--- config.mk ---
export PLATFORM = sky130hd
export DESIGN_NAME = ahbl_uart_tx_flat
export DESIGN_NICKNAME = d
export VERILOG_FILES = /design/src/rtl/ahbl_uart_tx_if.sv /design/src/rtl/ahbl_uart_tx.sv /design/src/flat_wrapper.sv
export SDC_FILE = /design/constraint.sdc
export NUM_CORES = 1
export LEC_CHECK = 0
export CAP_MARGIN = 10
export CELL_PAD_IN_SITES_DETAIL_PLACEMENT = 0
export CELL_PAD_IN_SITES_GLOBAL_PLACEMENT = 1
export CORE_ASPECT_RATIO = 0.6
export CORE_MARGIN = 2
export CORE_UTILIZATION = 54
export DETAILED_ROUTE_END_ITERATION = 16
export DONT_BUFFER_PORTS = 1
export PLACE_DENSITY = 0.81
export SETUP_SLACK_MARGIN = 0.5
export SLEW_MARGIN = 20
export SYNTH_ARGS = -nofsm -noshare
export SYNTH_HDL_FRONTEND = slang
export SYNTH_SLANG_ARGS = --single-unit
--- constraint.sdc ---
create_clock -name HCLK -period 3.79 [get_ports HCLK]
set_input_delay 0.758 -clock HCLK [delete_from_list [all_inputs] [get_ports HCLK]]
set_output_delay 0.758 -clock HCLK [all_outputs]
set_load 0.005 [all_outputs]
--- src/rtl/ahbl_uart_tx_if.sv ---
// AHB-Lite slave bus bundle for the UART transmitter.
// The slave modport receives the address/data phase signals and drives HREADYOUT/HRDATA.
interface ahbl_uart_tx_if;
    logic        HSEL;
    logic [31:0] HADDR;
    logic [1:0]  HTRANS;
    logic [2:0]  HSIZE;
    logic        HWRITE;
    logic        HREADY;
    logic [31:0] HWDATA;
    logic        HREADYOUT;
    logic [31:0] HRDATA;

    modport master (
        output HSEL, HADDR, HTRANS, HSIZE, HWRITE, HREADY, HWDATA,
        input  HREADYOUT, HRDATA
    );

    modport slave (
        input  HSEL, HADDR, HTRANS, HSIZE, HWRITE, HREADY, HWDATA,
        output HREADYOUT, HRDATA
    );
endinterface

--- src/rtl/ahbl_uart_tx.sv ---
// AHB-Lite UART transmitter: register file, TX FIFO and 8N1 serialiser.
// Latency: a DATA write completes at its data-phase edge; the frame start bit drives one edge later.
// Backpressure: none on the bus (zero wait states); writes to a full FIFO are dropped and flag overflow.

module ahbl_uart_tx_fifo #(
    parameter int unsigned DEPTH = 8,
    parameter int unsigned WIDTH = 8,
    localparam int unsigned AW   = $clog2(DEPTH),
    localparam int unsigned LW   = AW + 1
) (
    input  logic             clk,
    input  logic             rst,
    input  logic             push_vld,
    input  logic [WIDTH-1:0] push_dat,
    input  logic             pop_vld,
    output logic [WIDTH-1:0] head_dat,
    output logic             full,
    output logic             empty,
    output logic [LW-1:0]    level
);
    logic [WIDTH-1:0] mem_q [DEPTH];
    logic [AW-1:0]    wr_ptr_q, wr_ptr_d;
    logic [AW-1:0]    rd_ptr_q, rd_ptr_d;
    logic [LW-1:0]    count_q, count_d;
    logic             push_ok;
    logic             pop_ok;

    assign full     = (count_q == LW'(DEPTH));
    assign empty    = (count_q == '0);
    assign level    = count_q;
    assign head_dat = mem_q[rd_ptr_q];

    // Full is taken from the registered count, so a push is refused even if a pop lands on the same edge.
    always_comb begin
        push_ok  = push_vld & ~full;
        pop_ok   = pop_vld & ~empty;
        wr_ptr_d = wr_ptr_q;
        rd_ptr_d = rd_ptr_q;
        count_d  = count_q;
        if (push_ok) begin
            wr_ptr_d = wr_ptr_q + AW'(1);
        end
        if (pop_ok) begin
            rd_ptr_d = rd_ptr_q + AW'(1);
        end
        if (push_ok && !pop_ok) begin
            count_d = count_q + LW'(1);
        end else if (pop_ok && !push_ok) begin
            count_d = count_q - LW'(1);
        end
    end

    always_ff @(posedge clk or posedge rst) begin
        if (rst) begin
            wr_ptr_q <= '0;
            rd_ptr_q <= '0;
            count_q  <= '0;
        end else begin
            wr_ptr_q <= wr_ptr_d;
            rd_ptr_q <= rd_ptr_d;
            count_q  <= count_d;
        end
    end

    always_ff @(posedge clk) begin
        if (push_ok) begin
            mem_q[wr_ptr_q] <= push_dat;
        end
    end
endmodule

module ahbl_uart_tx #(
    parameter int unsigned FIFO_DEPTH = 8,
    parameter logic [15:0] BAUD_RESET = 16'd434
) (
    input  logic            HCLK,
    input  logic            HRESET,
    ahbl_uart_tx_if.slave   ahb,
    output logic            TXD,
    output logic            IRQ
);
    localparam int unsigned LW = $clog2(FIFO_DEPTH) + 1;

    if (FIFO_DEPTH < 2 || FIFO_DEPTH > 16 || (FIFO_DEPTH & (FIFO_DEPTH - 1)) != 0) begin : g_bad_depth
        $error("FIFO_DEPTH must be a power of 2 in 2..16");
    end

    typedef enum logic [1:0] {
        S_IDLE  = 2'd0,
        S_START = 2'd1,
        S_DATA  = 2'd2,
        S_STOP  = 2'd3
    } state_t;

    localparam logic [1:0] R_DATA = 2'd0;
    localparam logic [1:0] R_STAT = 2'd1;
    localparam logic [1:0] R_BAUD = 2'd2;
    localparam logic [1:0] R_CTRL = 2'd3;

    logic          acc_vld_q, acc_vld_d;
    logic          acc_wr_q, acc_wr_d;
    logic [1:0]    acc_addr_q, acc_addr_d;
    logic [15:0]   baud_div_q, baud_div_d;
    logic          ctrl_en_q, ctrl_en_d;
    logic          ctrl_ie_q, ctrl_ie_d;
    logic          ovf_q, ovf_d;

    state_t        state_q;
    logic          txd_q;
    logic [15:0]   baud_cnt_q;
    logic [2:0]    bit_idx_q;
    logic [7:0]    shift_q;

    logic          wr_en;
    logic          fifo_push;
    logic          tx_pop;
    logic [7:0]    fifo_head;
    logic          fifo_full;
    logic          fifo_empty;
    logic [LW-1:0] fifo_level;
    logic          busy;
    logic [31:0]   status_word;
    logic          unused_bits;

    assign unused_bits = ^{ahb.HSIZE, ahb.HADDR[31:4], ahb.HADDR[1:0], ahb.HWDATA[31:16]};

    ahbl_uart_tx_fifo #(
        .DEPTH (FIFO_DEPTH),
        .WIDTH (8)
    ) u_fifo (
        .clk      (HCLK),
        .rst      (HRESET),
        .push_vld (fifo_push),
        .push_dat (ahb.HWDATA[7:0]),
        .pop_vld  (tx_pop),
        .head_dat (fifo_head),
        .full     (fifo_full),
        .empty    (fifo_empty),
        .level    (fifo_level)
    );

    assign wr_en     = acc_vld_q & acc_wr_q;
    assign fifo_push = wr_en & (acc_addr_q == R_DATA);
    assign tx_pop    = (state_q == S_IDLE) & ctrl_en_q & ~fifo_empty;
    assign busy      = (state_q != S_IDLE);

    // The address phase is held while another slave stalls the bus.
    always_comb begin
        acc_vld_d  = acc_vld_q;
        acc_wr_d   = acc_wr_q;
        acc_addr_d = acc_addr_q;
        if (ahb.HREADY) begin
            acc_vld_d  = ahb.HSEL & ahb.HTRANS[1];
            acc_wr_d   = ahb.HWRITE;
            acc_addr_d = ahb.HADDR[3:2];
        end
    end

    always_comb begin
        baud_div_d = baud_div_q;
        ctrl_en_d  = ctrl_en_q;
        ctrl_ie_d  = ctrl_ie_q;
        ovf_d      = ovf_q;
        if (wr_en) begin
            case (acc_addr_q)
                R_DATA: if (fifo_full) ovf_d = 1'b1;
                R_STAT: if (ahb.HWDATA[3]) ovf_d = 1'b0;
                R_BAUD: baud_div_d = ahb.HWDATA[15:0];
                R_CTRL: begin
                    ctrl_en_d = ahb.HWDATA[0];
                    ctrl_ie_d = ahb.HWDATA[1];
                end
                default: ;
            endcase
        end
    end

    always_ff @(posedge HCLK or posedge HRESET) begin
        if (HRESET) begin
            acc_vld_q  <= 1'b0;
            acc_wr_q   <= 1'b0;
            acc_addr_q <= R_DATA;
            baud_div_q <= BAUD_RESET;
            ctrl_en_q  <= 1'b0;
            ctrl_ie_q  <= 1'b0;
            ovf_q      <= 1'b0;
        end else begin
            acc_vld_q  <= acc_vld_d;
            acc_wr_q   <= acc_wr_d;
            acc_addr_q <= acc_addr_d;
            baud_div_q <= baud_div_d;
            ctrl_en_q  <= ctrl_en_d;
            ctrl_ie_q  <= ctrl_ie_d;
            ovf_q      <= ovf_d;
        end
    end

    // Each bit lasts baud_div+1 cycles; the counter reloads at every bit boundary.
    always_ff @(posedge HCLK or posedge HRESET) begin
        if (HRESET) begin
            state_q    <= S_IDLE;
            txd_q      <= 1'b1;
            baud_cnt_q <= '0;
            bit_idx_q  <= '0;
            shift_q    <= '0;
        end else begin
            case (state_q)
                S_IDLE: begin
                    txd_q <= 1'b1;
                    if (tx_pop) begin
                        shift_q    <= fifo_head;
                        txd_q      <= 1'b0;
                        baud_cnt_q <= baud_div_q;
                        state_q    <= S_START;
                    end
                end
                S_START: begin
                    if (baud_cnt_q == '0) begin
                        txd_q      <= shift_q[0];
                        shift_q    <= shift_q >> 1;
                        bit_idx_q  <= '0;
                        baud_cnt_q <= baud_div_q;
                        state_q    <= S_DATA;
                    end else begin
                        baud_cnt_q <= baud_cnt_q - 16'd1;
                    end
                end
                S_DATA: begin
                    if (baud_cnt_q == '0) begin
                        baud_cnt_q <= baud_div_q;
                        if (bit_idx_q == 3'd7) begin
                            txd_q   <= 1'b1;
                            state_q <= S_STOP;
                        end else begin
                            txd_q     <= shift_q[0];
                            shift_q   <= shift_q >> 1;
                            bit_idx_q <= bit_idx_q + 3'd1;
                        end
                    end else begin
                        baud_cnt_q <= baud_cnt_q - 16'd1;
                    end
                end
                S_STOP: begin
                    txd_q <= 1'b1;
                    if (baud_cnt_q == '0) begin
                        state_q <= S_IDLE;
                    end else begin
                        baud_cnt_q <= baud_cnt_q - 16'd1;
                    end
                end
                default: state_q <= S_IDLE;
            endcase
        end
    end

    always_comb begin
        status_word      = '0;
        status_word[0]   = fifo_full;
        status_word[1]   = fifo_empty;
        status_word[2]   = busy;
        status_word[3]   = ovf_q;
        status_word[8:4] = 5'(fifo_level);
    end

    always_comb begin
        ahb.HRDATA = '0;
        case (acc_addr_q)
            R_STAT:  ahb.HRDATA = status_word;
            R_BAUD:  ahb.HRDATA = {16'h0, baud_div_q};
            R_CTRL:  ahb.HRDATA = {30'h0, ctrl_ie_q, ctrl_en_q};
            default: ahb.HRDATA = '0;
        endcase
    end

    assign ahb.HREADYOUT = 1'b1;
    assign TXD           = txd_q;
    assign IRQ           = ctrl_ie_q & fifo_empty;
endmodule

--- src/flat_wrapper.sv ---
// flat-port wrapper written by rule: the top's interface ports become plain ports
module ahbl_uart_tx_flat 
#(
    parameter int unsigned FIFO_DEPTH = 8,
    parameter logic [15:0] BAUD_RESET = 16'd434
)
  (HCLK, HRESET, TXD, IRQ, ahb_HSEL, ahb_HADDR, ahb_HTRANS, ahb_HSIZE, ahb_HWRITE, ahb_HREADY, ahb_HWDATA, ahb_HREADYOUT, ahb_HRDATA);
  ahbl_uart_tx_if ahb_i ();
  input  logic HCLK;
  input  logic HRESET;
  output logic TXD;
  output logic IRQ;
  input wire logic [$bits(ahb_i.HSEL)-1:0] ahb_HSEL;
  input wire logic [$bits(ahb_i.HADDR)-1:0] ahb_HADDR;
  input wire logic [$bits(ahb_i.HTRANS)-1:0] ahb_HTRANS;
  input wire logic [$bits(ahb_i.HSIZE)-1:0] ahb_HSIZE;
  input wire logic [$bits(ahb_i.HWRITE)-1:0] ahb_HWRITE;
  input wire logic [$bits(ahb_i.HREADY)-1:0] ahb_HREADY;
  input wire logic [$bits(ahb_i.HWDATA)-1:0] ahb_HWDATA;
  output wire logic [$bits(ahb_i.HREADYOUT)-1:0] ahb_HREADYOUT;
  output wire logic [$bits(ahb_i.HRDATA)-1:0] ahb_HRDATA;
  assign ahb_i.HSEL = ahb_HSEL;
  assign ahb_i.HADDR = ahb_HADDR;
  assign ahb_i.HTRANS = ahb_HTRANS;
  assign ahb_i.HSIZE = ahb_HSIZE;
  assign ahb_i.HWRITE = ahb_HWRITE;
  assign ahb_i.HREADY = ahb_HREADY;
  assign ahb_i.HWDATA = ahb_HWDATA;
  assign ahb_HREADYOUT = ahb_i.HREADYOUT;
  assign ahb_HRDATA = ahb_i.HRDATA;
  ahbl_uart_tx #(.FIFO_DEPTH(FIFO_DEPTH), .BAUD_RESET(BAUD_RESET)) u_core (.HCLK(HCLK), .HRESET(HRESET), .ahb(ahb_i), .TXD(TXD), .IRQ(IRQ));
endmodule
# [Word level (Yosys, flattened, before mapping)]
# Memory sizes are Yosys's and may differ from the RTL's.
# Index checks and enable logic that the tools add are counted.
[classes] n_addsub=6 n_eq_ne=17 n_mux=32 n_bitwise=10 reduce_logical=22
[op_table] op="$pmux 16 s3" count=2
[op_table] op="$mux 16" count=3
[op_table] op="$mux 8" count=4
[op_table] op="$pmux 8 s3" count=1
[op_table] op="$logic_not 16->1" count=1
[op_table] op="$sub 16x1->16 const B" count=1
[op_table] op="$mux 2" count=5
[op_table] op="$ne 2x1->1 const B" count=5
[op_table] op="$reduce_and 5->1" count=2
[op_table] op="$add 3x1->3 const B" count=3
[op_table] op="$mux 3" count=3
[op_table] op="$and 1x1->1" count=8
[op_table] op="$eq 2x2->1 const B" count=4
[op_table] op="$mux 1" count=8
[op_table] op="$mux 4" count=2
[op_table] op="$ne 2x2->1 const B" count=4
[op_table] op="$pmux 2 s4" count=1
[op_table] op="$reduce_and 2->1" count=4
[op_table] op="$reduce_and 4->1" count=2
[op_table] op="$reduce_bool 2->1" count=4
[op_table] op="$pmux 3 s2" count=1
[op_table] op="$add 4x1->4 const B" count=1
[op_table] op="$eq 2x1->1 const B" count=2
[op_table] op="$eq 4x4->1 const B" count=1
[op_table] op="11 further kinds" count=15
[word_totals] reg_bits=63 mem_bits_rw=64 in_bits=74 output_inout_bits=35 elab_cells=103 mem_count=1
[memory_table] memory="u_core.u_fifo.mem_q" depth=8 word_bits=8 rd=1 rd_ports_with_merged_regs=0 wr=1 line_no="ahbl_uart_tx.sv:21" rtl="logic [WIDTH-1:0] mem_q [DEPTH];"

# [Longest topological paths before layout]
# Gate-level depths: netlist (run 1).
[depth] depth_word=7 mapped_depth=11 ltp_nobuf=11

# [Hierarchy]
# Synthesis (run 1) repeated with hierarchy kept, for this count alone.
[unflattened] hier_cells=466 hier_area_um2=6291.0
[modules_own_cells] mod="ahbl_uart_tx" instances=1 cells_per_inst=309 area_each_um2=3156.8 seq_area_each_um2=1333.8
[modules_own_cells] mod="ahbl_uart_tx_fifo" instances=1 cells_per_inst=157 area_each_um2=3134.3 seq_area_each_um2=2172.1

# [Worst setup path before layout (run 1)]
# No wires, ideal clock.
[synth_path] path_kind="register -> register" start="register u_core.state_q[0]" end="register u_core.baud_cnt_q[2]" setup_ns=0.064 t_arrival_ns=2.467 t_required_ns=3.726 path_slack_ns=1.259 stages_incl_launch_ff=10 path_buffers=2 synth_period_minus_slack_ns=2.531 path_cell_list="dfrtp_1 > inv_1 > ha_1 > buf_1 > or4bb_1 > o41ai_1 > nor3b_2 > buf_4 > o2bb2ai_1 > a21o_1"
[synth_via] elab_chain_cells=5 elab_cells_between_ends=11 cone_classes="eq/ne (5); mux (1); bitwise (2); reduce/logical (3)"
[synth_lines] element="from (decl)" line_no="ahbl_uart_tx.sv:108" rtl="state_t state_q;"
[synth_lines] element="from (signal assigned)" line_no="ahbl_uart_tx.sv:201" rtl="state_q <= S_IDLE;"
[synth_lines] element="from (signal assigned)" line_no="ahbl_uart_tx.sv:214" rtl="state_q <= S_START;"
[synth_lines] element="from (signal assigned)" line_no="ahbl_uart_tx.sv:223" rtl="state_q <= S_DATA;"
[synth_lines] element="$logic_not 2->1" line_no="ahbl_uart_tx.sv:144, ahbl_uart_tx.sv:207"
[synth_lines] element="$and 1x1->1 (2 in a row)" line_no="ahbl_uart_tx.sv:144" rtl="assign tx_pop = (state_q == S_IDLE) & ctrl_en_q & ~fifo_empty;"
[synth_lines] element="$ne 2x2->1 (no line)"
[synth_lines] element="$reduce_and 2->1 (no line)"
[synth_lines] element="to (signal assigned)" line_no="ahbl_uart_tx.sv:213" rtl="baud_cnt_q <= baud_div_q;"
[synth_lines] element="to (signal assigned)" line_no="ahbl_uart_tx.sv:222" rtl="baud_cnt_q <= baud_div_q;"
[synth_lines] element="to (signal assigned)" line_no="ahbl_uart_tx.sv:225" rtl="baud_cnt_q <= baud_cnt_q - 16'd1;"
[synth_lines] element="to (decl)" line_no="ahbl_uart_tx.sv:110" rtl="logic [15:0] baud_cnt_q;"
# Parallel ways exist; a longest one is shown, timed or not.
# A chain may end at the register's enable or synchronous reset.

# [Worst setup path after layout (run 1)]
# Same ends and word-level chain as after synthesis.

==> results by group, run 1 <==
Status
  – Run status: complete, no violations

Clock network
  – H-Tree Level Count: 4
  – TritonCTS Buffers: 17
  – Clock Latency Late Sink: 0.41 ns
  – Sinks on Clock Net: 127
  – TritonCTS clock tree: built
  – Post-CTS Setup Repair Bufs: 0
  – Root buf cell: sky130_fd_sc_hd__clkbuf_16
  – Clock slew at reported path FFs: 0.06 ns
  – CTS Buffer Depth: 2

Timing
  – Slew HR: 0.3159
  – Unrepaired setup endpoints after global routing: false
  – Final hold violation count: 0
  – Final setup violating endpoints: 0
  – Final-report max-slew violation count: 0
  – Maximum operating frequency: 332.2 MHz
  – Final clock period utilization by the worst path: 0.7942
  – Setup Total Neg Slack: 0 ns
  – Worst Max-Slew Pin Slew: 1.022 ns
  – Final clock skew: 0.01012 ns
  – Final period demand of the worst path: 3.010 ns

Synth
  – Number of warnings issued by yosys: 0
  – Proportion of netlist area held by the largest area contributor: 0.3162
  – Cell types with the highest counts after synthesis: sky130_fd_sc_hd__edfxtp_1, sky130_fd_sc_hd__dfrtp_1, sky130_fd_sc_hd__o21ai_0
  – Post-synthesis cell area: 6077 µm²
  – Library cell with the highest instance count after synthesis: sky130_fd_sc_hd__edfxtp_1
  – Top cell type by total area after synthesis: sky130_fd_sc_hd__edfxtp_1
  – Leading register cell type out of synthesis: sky130_fd_sc_hd__edfxtp_1
  – Synthesized area divided by synthesized cell count: 13.27 µm²
  – Number of instances in the synthesized netlist: 458
  – Synth top area cells: sky130_fd_sc_hd__edfxtp_1, sky130_fd_sc_hd__dfrtp_1, sky130_fd_sc_hd__mux4_2
  – Number of unique standard cell types used by synthesis: 59
  – Post-synth EDFFs: 64
  – Share of synthesized registers carrying an async set or reset: 0.4961
  – Share of the yosys chip area belonging to registers: 0.5769
  – Post-synthesis sequential element count: 127

Setup path
  – Worst endpoint required time: 4.14 ns
  – Type of origin of the critical path: register
  – Reg2reg start: u_core.state_q[0]
  – Maximum fanout along the worst path: 18
  – Start point of the critical path: u_core.state_q[0]
  – CP Capture Type: register
  – Category of the most critical setup path: reg -> reg
  – Arrival time of the worst setup path: 3.36 ns

Placed design
  – Number of instances in the placed design: 585
  – Global placement routability congestion: 0.8664
  – Placed cell areas: 6152 µm²
  – Port Buffers: 0
  – Half-perimeter wire length of the detailed placement result: 8907 µm

Global route
  – Initial antenna violation count: 0
  – Final global-route overflow total: 0
  – Number of global-route vias before repair: 3,702
  – Pin count of the biggest net entering global routing: 35
  – Global-route total usage across every layer: 0.2328
  – First-pass GRT wire length: 20,980 µm

Cells and area
  – Final std cells w/o fill: 617
  – Final instance area: 6789 µm²
  – # diodes: 0
  – Fraction of the core area covered by cells at the end of the flow: 0.6300
  – Filler cell count in the final layout: 804
  – Final Net Count: 554
  – Fraction of layout cells with a size suffix above 1: 0.2238
  – Synth-to-layout area growth: 11.72%

Floorplan
  – Top Ports: 109
  – Width of the die: 141.0 µm
  – Starting utilization of the core area: 0.5639
  – DIE HEIGHT: 86.17 µm
  – Die area: 12,150 µm²
  – Area of the core: 10,780 µm²
  – Number of placement rows: 29

Drt
  – DRT Wirelength: 13,080 µm
  – Average vias per placed instance: 6.073
  – DR WL/cell: 21.19 µm
  – DR vias: 3,747
  – DRC marker count from the first detailed-route iteration: 302
  – Number of DRC violations after detailed routing: 0
  – DR pass1 iterations: 5
  – DRT antenna net count: 0

Power
  – Leakage power: 2.642 nW
  – Worst supply voltage drop on vdd: 0.4076 mV
  – Power density over cell area: 852.6 nW/µm²

Job
  – Count of maximum capacitance violations: 0

Hold path
  – Worst hold-check path type: in -> async
worst paths after layout:
path                                             endpoint  slack (ns)  cells past startpoint
min in group HCLK               u_core.u_fifo.mem_q[3][7]        0.44                      0
worst min register to register                 u_core.TXD        0.46                      2
worst max register to register       u_core.baud_cnt_q[2]        0.78                      8
worst max-delay path                 u_core.baud_cnt_q[2]        0.78                      8
worst min-delay path                  u_core.bit_idx_q[2]        0.35                      1
max in group asynchronous            u_core.baud_div_q[7]        2.66                      2
per-stage QoR:
stage | hold WS, ns | setup slack, ns | power (mW)
floorplan | 0.4438 | 1.259 | 3.640
global placement | 0.4546 | 0.6433 | 4.011
detailed placement | 0.4564 | 0.5818 | 4.078
CTS | 0.3855 | 0.5050 | 5.778
global route | 0.4083 | 0.5653 | 6.131
finish | 0.3547 | 0.7799 | 5.788
registers in the layout (all words and copies together) (netlist names), 2 cells and up:
signal / flops
u_core.shift_q: 8
u_core.u_fifo.mem_q: 64
u_core.baud_div_q: 16
u_core.bit_idx_q: 3
u_core.u_fifo.level: 4
u_core.baud_cnt_q: 16
u_core.state_q: 2
u_core.u_fifo.wr_ptr_q: 3
u_core.u_fifo.rd_ptr_q: 3
u_core.acc_addr_q: 2
layer usage:
metal / global-route usage / up-vias / wire, µm
met5: 0 / - / 0
met4: 0.06000 / 0 / 70
met3: 0.06464 / 7 / 1048
met2: 0.3180 / 170 / 5370
met1: 0.3677 / 1870 / 6586
li1: - / 1700 / -
cell type report:
class / count / area (µm²) / area share
Inverter: 13 / 48.80 / 0.007188
Sequential cell: 127 / 3506 / 0.5164
Tap cell: 139 / 173.9 / 0.02562
Multi-Input combinational cell: 297 / 2370 / 0.3491
Clock inverter: 9 / 91.34 / 0.01345
Timing Repair Buffer: 9 / 67.56 / 0.009952
Clock buffer: 23 / 531.8 / 0.07833
cells in the final DEF (no fill, tap or decap), types with 4 or more instances in the layout:
master / n
sky130_fd_sc_hd__nand2b_1: 4
sky130_fd_sc_hd__a22o_1: 9
sky130_fd_sc_hd__and2_1: 10
sky130_fd_sc_hd__buf_4: 9
sky130_fd_sc_hd__a21oi_1: 4
sky130_fd_sc_hd__o21ai_0: 35
sky130_fd_sc_hd__xnor2_1: 6
sky130_fd_sc_hd__mux4_2: 16
sky130_fd_sc_hd__or3_1: 4
sky130_fd_sc_hd__mux2i_1: 10
sky130_fd_sc_hd__conb_1: 17
sky130_fd_sc_hd__dfrtp_1: 57
sky130_fd_sc_hd__mux2_4: 8
sky130_fd_sc_hd__nand2_1: 33
sky130_fd_sc_hd__dfstp_2: 6
sky130_fd_sc_hd__ha_1: 14
sky130_fd_sc_hd__edfxtp_1: 64
sky130_fd_sc_hd__nand3_1: 5
sky130_fd_sc_hd__clkbuf_16: 20
sky130_fd_sc_hd__nor4_1: 7
sky130_fd_sc_hd__nor2_1: 25
sky130_fd_sc_hd__mux2_2: 23
sky130_fd_sc_hd__inv_1: 12
sky130_fd_sc_hd__nor3_1: 12
sky130_fd_sc_hd__a221o_1: 6
cells by family (layout without fill, tap and decap cells):
family / after synthesis / in the layout / share of synthesized area
flip-flops: 127 / 127 / 0.5769
AND/OR/NAND/NOR: 123 / 123 / 0.1089
AO/OA/AOI/OAI: 77 / 77 / 0.08648
multiplexers: 57 / 57 / 0.1382
buffers and inverters: 49 / 54 / 0.04468
adder cells (fa/ha/maj): 15 / 15 / 0.03212
XOR/XNOR: 8 / 8 / 0.01153
other: 2 / 17 / 0.001236
worst max-delay path: stages (launching register included):
cell	delay, ns
sky130_fd_sc_hd__dfrtp_1	0.38
sky130_fd_sc_hd__inv_1	0.10
sky130_fd_sc_hd__ha_1	0.60
sky130_fd_sc_hd__or4bb_1	0.55
sky130_fd_sc_hd__o41ai_2	0.39
sky130_fd_sc_hd__nor3b_4	0.47
sky130_fd_sc_hd__buf_4	0.24
sky130_fd_sc_hd__o2bb2ai_1	0.12
sky130_fd_sc_hd__a21o_1	0.10
power by group:
group / internal, mW / switching [mW] / total [mW]
sequential: 1.76 / 0.387 / 2.14
clock: 1.06 / 0.624 / 1.69
combinational: 0.973 / 0.986 / 1.96
total: 3.79 / 2.00 / 5.79
timing repair:
action,in CTS,in global routing
endpoints found under the setup margin,0,12
gates resized for setup,0,2
hold buffers,0,0
Power figures use the tool's default switching activity.
==> run 2, diff against run 1 <==
--- a/config.mk
+++ b/config.mk
@@ -10,10 +10,10 @@
 export CELL_PAD_IN_SITES_GLOBAL_PLACEMENT = 1
 export CORE_ASPECT_RATIO = 0.6
 export CORE_MARGIN = 2
-export CORE_UTILIZATION = 54
+export CORE_UTILIZATION = 51
 export DETAILED_ROUTE_END_ITERATION = 16
 export DONT_BUFFER_PORTS = 1
-export PLACE_DENSITY = 0.81
+export PLACE_DENSITY = 0.77
 export SETUP_SLACK_MARGIN = 0.5
 export SLEW_MARGIN = 20
 export SYNTH_ARGS = -nofsm -noshare
==> constraint.sdc (replaced) <==
create_clock -name HCLK -period 2.77 [get_ports HCLK]
set_input_delay 0.554 -clock HCLK [delete_from_list [all_inputs] [get_ports HCLK]]
set_output_delay 0.554 -clock HCLK [all_outputs]
set_load 0.005 [all_outputs]
==> run 2 against run 1 <==
Power grew 46%. Die area grew 5.7%. Critical path depth shrank 2. Fmax grew 27%. Critical endpoint is now u_core.shift_q[1].
==> results by group, run 2 (synthesized netlist as in run 1, its figures left out) <==
Cells and area
  – Fraction of the core area covered by cells at the end of the flow: 0.6395 (+0.009476)
  – Filler cell count in the final layout: 865 (+7.6%)
  – Number of flip-flops under the largest register name: 64 (unchanged)
  – Top flop regs: u_core.u_fifo.mem_q x64, u_core.baud_cnt_q x16, u_core.baud_div_q x16
  – Most frequent standard cell in the layout excluding fill and tap cells: sky130_fd_sc_hd__edfxtp_1
  – Commonest non-fill, non-tap cells in the layout: sky130_fd_sc_hd__edfxtp_1, sky130_fd_sc_hd__dfrtp_1, sky130_fd_sc_hd__buf_4
  – Largest Register: u_core.u_fifo.mem_q
  – # diodes: 0 (unchanged)
  – FF+latch area: 3511 µm² (+0.14%)
  – Area used by multi-input combinational logic: 2555 µm² (+7.8%)
  – Fraction of layout cells with a size suffix above 1: 0.3480 (+0.1241)
  – Synth-to-layout area growth: 20.47%
  – Final Net Count: 599 (+8.1%)

Drt
  – Number of DRC violations after detailed routing: 0 (unchanged)
  – DRC marker count from the first detailed-route iteration: 299 (-0.99%)
  – DR vias: 3,933 (+5.0%)
  – DR pass1 iterations: 5 (unchanged)
  – DRT antenna net count: 0 (unchanged)
  – DRT Wirelength: 13,630 µm (+4.2%)
  – DR WL/cell: 19.96 µm (-5.8%)
  – Average vias per placed instance: 5.758 (-5.2%)

Setup path
  – Reg2reg start: u_core.baud_cnt_q[5]
  – Critical path's top delay family: simple AND/OR/NAND/NOR gates
  – Category of the most critical setup path: reg -> reg
  – Type of origin of the critical path: register
  – Max stage delay cell, worst path: sky130_fd_sc_hd__or4_4
  – Register-to-register setup slack: 0.40 ns (-0.38 ns)
  – Maximum fanout along the worst path: 8 (-10)
  – Worst endpoint required time: 3.06 ns (-1.08 ns)
  – Destination of the worst register-to-register timing path: u_core.shift_q[1]
  – Arrival time of the worst setup path: 2.66 ns (-0.70 ns)
  – Number of buffer and inverter stages on the critical path: 1 (-1)
  – Length in cells of the worst reg-to-reg path: 6 (-2)
  – Cell chain of the critical path: or4_4 > nor4_4 > buf_4 > a21oi_2 > or3_4 > mux2_4
  – CP Capture Type: register
  – Worst stage delay on the critical path: 0.58 ns (-0.02 ns)

Global route
  – Pin count of the biggest net entering global routing: 28 (-20%)
  – Global-route total usage across every layer: 0.2187 (-0.01412)
  – Number of global-route vias before repair: 3,681 (-0.57%)
  – First-pass GRT wire length: 20,800 µm (-0.85%)
  – Final global-route overflow total: 0 (unchanged)
  – Initial antenna violation count: 0 (unchanged)

Clock network
  – Clock slew at reported path FFs: 0.06 ns (about the same)
  – Sinks on Clock Net: 127 (unchanged)
  – TritonCTS clock tree: built
  – TritonCTS Buffers: 17 (unchanged)
  – Clock Latency Late Sink: 0.42 ns (about the same)
  – H-Tree Level Count: 4 (unchanged)
  – Hold buffer count at cts: 0 (unchanged)
  – Root buf cell: sky130_fd_sc_hd__clkbuf_16
  – CTS Buffer Depth: 2 (unchanged)

Timing
  – Final setup violating endpoints: 0 (unchanged)
  – Setup Total Neg Slack: 0 ns (unchanged)
  – Final clock skew: 0.01202 ns (+0.001906 ns)
  – Final hold violation count: 0 (unchanged)
  – Final clock period utilization by the worst path: 0.8547 (+0.06051)
  – Final-report max-slew violation count: 0 (unchanged)
  – Worst Max-Slew Pin Slew: 0.7994 ns (-0.2229 ns)
  – Maximum operating frequency: 422.4 MHz (+27%)
  – Final period demand of the worst path: 2.368 ns (-0.6425 ns)
  – Slew HR: 0.4670 (+0.1511)
  – Unrepaired setup endpoints after global routing: true

Status
  – Run status: complete, no violations

Placed design
  – Port Buffers: 0 (unchanged)
  – Half-perimeter wire length of the detailed placement result: 9240 µm (+3.7%)
  – Global placement routability congestion: 0.8221 (-5.1%)

Floorplan
  – Top Ports: 109 (unchanged)
  – Width of the die: 144.9 µm (+2.8%)
  – Area of the core: 11,450 µm² (+6.2%)
  – Starting utilization of the core area: 0.5308 (-0.03310)
  – Number of placement rows: 30 (+3.4%)
  – DIE HEIGHT: 88.56 µm (+2.8%)
  – Die area: 12,830 µm² (+5.7%)

Hold path
  – Worst hold-check path type: in -> async

Power
  – Power density over cell area: 1158 nW/µm² (+36%)
  – Leakage power: 2.894 nW (+9.5%)
  – Worst supply voltage drop on vdd: 0.5773 mV (+42%)

Job
  – Count of maximum capacitance violations: 0 (unchanged)
==> run 2: cell types whose count changed in the layout (fill, tap and decap cells not counted), sizes merged <==
cell      previous run  this run
buf                  9        53
clkinv               1         3
clkbuf              23        22
o31a                 1         2
clkinvlp             3         2
==> run 2: power by group <==
group          internal (mW)  total, mW  switching (mW)  leakage, nW
combinational           1.74       3.44            1.70         1.27
clock                   1.37       2.21           0.839        0.288
sequential              2.41       2.82           0.414         1.33
==> run 2: layout make-up <==
class | count | area share
clock buffers | 22 | 0.06785
inverters | 13 | 0.007007
repair buffers | 53 | 0.05589
clock inverters | 10 | 0.01333
multi-input cells | 298 | 0.3490
well taps | 160 | 0.02735
flip-flops and latches | 127 | 0.4796
==> run 2: through the flow <==
stage               std cells  hold WS, ns  power (mW)  setup WS [ns]  area (µm²)
finish                    683      0.07843       8.478         0.4024        7321
global route              683       0.1203       8.935         0.3348        7321
CTS                       668      0.09721       8.156         0.3622        7118
floorplan                 473       0.4438       5.059         0.3905        6180
global placement          625       0.4657       5.626         0.1840        6354
detailed placement        625       0.4650       5.709         0.1458        6354
==> run 2: worst max path at each step <==
stage | endpoint | slack [ns] | cells after the start | startpoint
finish | u_core.shift_q[1] | 0.40 | 6 | u_core.baud_cnt_q[5]
global route | u_core.shift_q[1] | 0.33 | 6 | u_core.baud_cnt_q[2]
CTS | u_core.shift_q[1] | 0.36 | 6 | u_core.baud_cnt_q[5]
detailed placement | u_core.baud_cnt_q[11] | 0.15 | 8 | u_core.baud_cnt_q[0]
global placement | u_core.baud_cnt_q[11] | 0.18 | 8 | u_core.baud_cnt_q[0]
floorplan | u_core.shift_q[0] | 0.39 | 8 | u_core.baud_cnt_q[6]
==> run 2: timing repair <==
item,in CTS,in global routing
endpoints found under the setup margin,33,31
buffers inserted,11,13
pin swaps,12,10
resized for setup,21,24
cloned,0,2
==> run 2: worst reg2reg max path, cell delays in order, from the launching register on <==
cell	delay, ns
sky130_fd_sc_hd__dfrtp_1	0.38
sky130_fd_sc_hd__or4_4	0.58
sky130_fd_sc_hd__nor4_4	0.32
sky130_fd_sc_hd__buf_4	0.17
sky130_fd_sc_hd__a21oi_2	0.05
sky130_fd_sc_hd__or3_4	0.43
sky130_fd_sc_hd__mux2_4	0.32
==> run 2: routing by layer <==
metal / share of wire / wire length (µm) / GRT usage
met5: 0 / 0 / 0
met4: 0.0070 / 96 / 0.05401
met3: 0.076 / 1038 / 0.07526
met2: 0.42 / 5679 / 0.2961
met1: 0.50 / 6816 / 0.3356
